[src/rtl/seg_scan_ctrl.sv]
// Time-multiplexed scan controller for a common-anode multi-digit 7-segment display.
// Drives one shared hex decoder, adds dead-time blanking, decimal points and leading-zero suppression.
module seg_scan_ctrl #(
    parameter int NUM_DIGITS   = 4,
    parameter int CLK_DIV      = 50000,
    parameter int BLANK_CYCLES = 500
) (
    input  logic                    clk,
    input  logic                    reset,
    input  logic                    enable,
    input  logic [4*NUM_DIGITS-1:0] value_in,
    input  logic [NUM_DIGITS-1:0]   dp_in,
    input  logic                    lz_blank,
    input  logic                    load,
    output logic [3:0]              hex_out,
    input  logic [7:0]              seg_in,
    output logic [7:0]              seg_out,
    output logic [NUM_DIGITS-1:0]   an_out,
    output logic                    frame_tick
);

    localparam int CNT_W = $clog2(CLK_DIV);
    localparam int IDX_W = (NUM_DIGITS > 2) ? $clog2(NUM_DIGITS) : 1;
    localparam logic [CNT_W-1:0] CNT_LAST  = CNT_W'(CLK_DIV - 1);
    localparam logic [CNT_W-1:0] CNT_BLANK = CNT_W'(BLANK_CYCLES);
    localparam logic [IDX_W-1:0] IDX_LAST  = IDX_W'(NUM_DIGITS - 1);

    logic [CNT_W-1:0]        cnt;
    logic [IDX_W-1:0]        idx;
    logic [4*NUM_DIGITS-1:0] shadow_val, pend_val;
    logic [NUM_DIGITS-1:0]   shadow_dp, pend_dp;
    logic                    pend_flag;
    logic                    en_q;

    logic                    slot_end, frame_end, xfer;
    logic                    cur_dp, cur_blank, zero_above;
    logic [NUM_DIGITS-1:0]   an_act;

    assign slot_end  = enable && (cnt == CNT_LAST);
    assign frame_end = slot_end && (idx == IDX_LAST);
    // The first enabled cycle after a dark period acts as a frame boundary for pending data.
    assign xfer      = frame_end || (enable && !en_q);

    // NOTE: sequential state uses non-blocking assignments so every register samples pre-edge values.
    always_ff @(posedge clk or posedge reset) begin
        if (reset) begin
            cnt  <= '0;
            idx  <= '0;
            en_q <= 1'b0;
        end else begin
            en_q <= enable;
            if (!enable) begin
                cnt <= '0;
                idx <= '0;
            end else if (slot_end) begin
                cnt <= '0;
                idx <= (idx == IDX_LAST) ? '0 : idx + 1'b1;
            end else begin
                cnt <= cnt + 1'b1;
            end
        end
    end

    always_ff @(posedge clk or posedge reset) begin
        if (reset) begin
            shadow_val <= '0;
            shadow_dp  <= '0;
            pend_val   <= '0;
            pend_dp    <= '0;
            pend_flag  <= 1'b0;
        end else if (load) begin
            if (xfer) begin
                shadow_val <= value_in;
                shadow_dp  <= dp_in;
                pend_flag  <= 1'b0;
            end else begin
                pend_val  <= value_in;
                pend_dp   <= dp_in;
                pend_flag <= 1'b1;
            end
        end else if (xfer && pend_flag) begin
            shadow_val <= pend_val;
            shadow_dp  <= pend_dp;
            pend_flag  <= 1'b0;
        end
    end

    // NOTE: zero_above is a blocking running accumulator; every output gets a default first so no latch forms.
    always_comb begin
        hex_out    = '0;
        cur_dp     = 1'b0;
        cur_blank  = 1'b0;
        zero_above = 1'b1;
        an_act     = '1;
        for (int i = NUM_DIGITS - 1; i >= 0; i--) begin
            zero_above = zero_above && (shadow_val[i*4 +: 4] == 4'h0);
            if (idx == IDX_W'(i)) begin
                hex_out   = shadow_val[i*4 +: 4];
                cur_dp    = shadow_dp[i];
                cur_blank = lz_blank && (i != 0) && zero_above;
                an_act[i] = 1'b0;
            end
        end
    end

    always_ff @(posedge clk or posedge reset) begin
        if (reset) begin
            seg_out    <= 8'hFF;
            an_out     <= '1;
            frame_tick <= 1'b0;
        end else begin
            frame_tick <= frame_end;
            if (!enable || cnt < CNT_BLANK) begin
                seg_out <= 8'hFF;
                an_out  <= '1;
            end else begin
                an_out  <= an_act;
                seg_out <= {~cur_dp, cur_blank ? 7'h7F : seg_in[6:0]};
            end
        end
    end

endmodule

[config.mk]
export PLATFORM = sky130hd
export DESIGN_NAME = seg_scan_ctrl
export DESIGN_NICKNAME = d
export VERILOG_FILES = /design/src/rtl/seg_scan_ctrl.sv
export SDC_FILE = /design/constraint.sdc
export NUM_CORES = 1
export LEC_CHECK = 0
export CAP_MARGIN = 20
export CORE_MARGIN = 2
export CORE_UTILIZATION = 56
export DETAILED_ROUTE_END_ITERATION = 12
export HOLD_SLACK_MARGIN = 0.02
export PLACE_DENSITY = 0.86
export SYNTH_ARGS = -nofsm -noshare
export SYNTH_HDL_FRONTEND = slang
export SYNTH_SLANG_ARGS = --single-unit
[constraint.sdc]
create_clock -name clk -period 3.2 [get_ports clk]
set_input_delay 0.8 -clock clk [delete_from_list [all_inputs] [get_ports clk]]
set_output_delay 0.8 -clock clk [all_outputs]
set_load 0.02 [all_outputs]
==> impl_metrics.json <==
{
  "tightest_slew_ps": 744,
  "routed_wl_um": 8900,
  "worstSetupPathType": "flop to output pin",
  "die_w_um": 88.7,
  "multi_input_area_um2": 1990,
  "max-vdd-ir-drop_uv": 217,
  "p_leak_nw": 1.93,
  "clock_latency_ps": 350,
  "period_minus_slack_ps": 2950,
  "clk_path_buf_depth": 2,
  "cts.htree.levels": 3,
  "grt_max_degree": 35,
  "fp-row-count": 30,
  "synthCells": 414,
  "final_cells": 551,
  "final_common_cell": "dfrtp_1",
  "ctsHoldBuffers": 0,
  "grt_pass1_wl_um": 14800,
  "hold_viol": 0,
  "cp-end-kind": "output pin",
  "yosysWarnings": 0,
  "grt_overflow": 0,
  "worst-path-max-fanout": 12,
  "postCtsSetupRepairBufs": 0,
  "core_region_area_um2": 6870,
  "cts_tree": "built",
  "timing.max_cap.violations": 0,
  "finalPower_mw": 2.11,
  "die_h_um": 88.7,
  "portBuffers": 48,
  "initial_core_util": 0.585,
  "vias": 3386,
  "placed_area_um2": 4570,
  "fin_crit_sh": 0.921,
  "gp_congestion": 0.826,
  "synth_top_area_frac": 0.380,
  "clock_sinks": 73,
  "drt_iter0_markers": 295,
  "start_kind": "flop",
  "setup_tns_ps": 0,
  "crit-reg2reg-launch": "cnt[0]",
  "setup_viol": 0,
  "regArea_um2": 1840,
  "timing.hold.worst.class": "flop to flop",
  "synthTopCellsByArea": "dfrtp_1 (38%), dfstp_2 (7.8%), mux2_1 (5.6%)",
  "fin_util": 0.700,
  "avgSynthCellArea_um2": 9.71,
  "ant_nets": 0,
  "fillCellCount": 511,
  "hold_start": "pend_val[2]",
  "synth.net_count": 452,
  "fmax_mhz": 339,
  "slew_headroom": 0.504,
  "powerDensity_nw_per_um2": 438,
  "nNetsFinal": 488,
  "seq_area_frac_synth": 0.458,
  "drive_gt1_frac": 0.0989,
  "clock_skew_ps": 10.4,
  "antenna_found_initial": 0,
  "firstDrtPassIters": 4,
  "track_usage": 0.243,
  "pin_count": 50,
  "path_clk_slew_ps": 80,
  "drv_slew": 0,
  "diodes": 0,
  "yosysTopAreaCell": "dfrtp_1",
  "required_ps": 2400,
  "fin_area_um2": 4810,
  "wire_per_inst_um": 16.2,
  "cts_buffers": 9,
  "syn_to_final_growth_pct": 19.5,
  "place_inst": 535,
  "cts_root_buf": "clkbuf_8",
  "startpoint": "idx[0]",
  "post-dp-hpwl_um": 6160,
  "rsz0062_at_grt": "false",
  "first_global_vias": 3215,
  "arrival_ps": 2150,
  "post_cts_resized": 2,
  "avgViaCountPerCell": 6.15,
  "ys_seq_elements": 73,
  "status": "finished clean",
  "fp.dieArea_um2": 7870,
  "drc": 0,
  "synth_cell_types": 45,
  "final_cell_mix": "dfrtp_1 (61), nand2_1 (51), clkdlybuf4s50_1 (44)",
  "syn_area_um2": 4020
}
==> critical path, cell delays in order (launching register included) <==
cell and delay (ps):
dfrtp_1 400, inv_1 100, ha_1 320, nand3b_1 200, a21oi_1 190, a21oi_1 60, o21ai_0 160, dlygate4sd2_1 350
==> state kept, by name, summed over array words and instances, names as in the netlist, 2 cells and up <==
| name | cells |
|---|---|
| shadow_dp | 4 |
| seg_out | 8 |
| pend_val | 16 |
| shadow_val | 16 |
| an_out | 4 |
| idx | 2 |
| cnt | 16 |
| pend_dp | 4 |
==> metrics by stage <==
step | worst slack (ps) | hold slack, ps
global placement | 432 | 466
CTS | 1.24 | 488
finish | 254 | 492
detailed placement | 385 | 476
global route | 88.8 | 508
floorplan | 567 | 448
==> path summary, 6_finish.rpt <==
check,cells after the start,end,slack [ps]
setup reg to reg,6,pend_val[12],920
setup / recovery,7,hex_out[1],250
min in group asynchronous,2,cnt[7],870
hold reg to reg,1,pend_val[2],490
hold / removal,1,pend_val[2],490
max in group asynchronous,3,an_out[0],1650
==> cell families (layout without fill, tap and decap cells) <==
family / Yosys count / in the layout / synth area share
fa+ha+maj: 5 / 5 / 0.0156
buf+inv: 43 / 84 / 0.0479
xor+xnor: 13 / 13 / 0.0283
compound gates: 90 / 90 / 0.161
flops: 73 / 73 / 0.458
simple gates: 168 / 168 / 0.228
mux: 22 / 22 / 0.0610
==> Yosys cell counts (all sizes together) <==
cell type / instances
a22oi: 2
inv: 7
nand3b: 13
clkbuf: 19
nor4: 5
o221ai: 16
dfrtp: 61
o31ai: 1
nand4: 11
a211oi: 4
a211o: 1
mux2: 20
nor4b: 1
a221oi: 1
nand3: 8
o21ai: 10
nand2b: 1
and3b: 14
o211ai: 2
nor2b: 7
nor2: 24
and4: 4
a311oi: 1
xor2: 11
nor3: 21
buf: 17
a31oi: 1
o22ai: 4
dfstp: 12
mux2i: 2
and3: 3
a21oi: 27
and2: 4
xnor2: 2
o21a: 4
nand2: 51
ha: 5
a311o: 16
or3: 1
==> power breakdown <==
part,switching [mW],internal (mW),leakage [nW]
combinational,0.127,0.130,0.971
sequential,0.0485,0.977,0.844
clock,0.347,0.477,0.120
total,0.522,1.58,1.93
==> layer usage <==
metal  vias up  GRT usage  share of wire
li1       1589          -              -
met1      1635      0.316           0.42
met2       146      0.401           0.50
met3        16     0.0513          0.061
met4         0     0.0868          0.023
met5         -          0              0
==> layout make-up <==
type / instances / share of cell area
inverters: 7 / 0.00547
clock inverters: 3 / 0.00911
flip-flops and latches: 73 / 0.383
clock buffers: 13 / 0.0398
multi-input cells: 298 / 0.413
well taps: 96 / 0.0250
repair buffers: 61 / 0.124
Note: power is estimated with default switching activity, not from simulation.
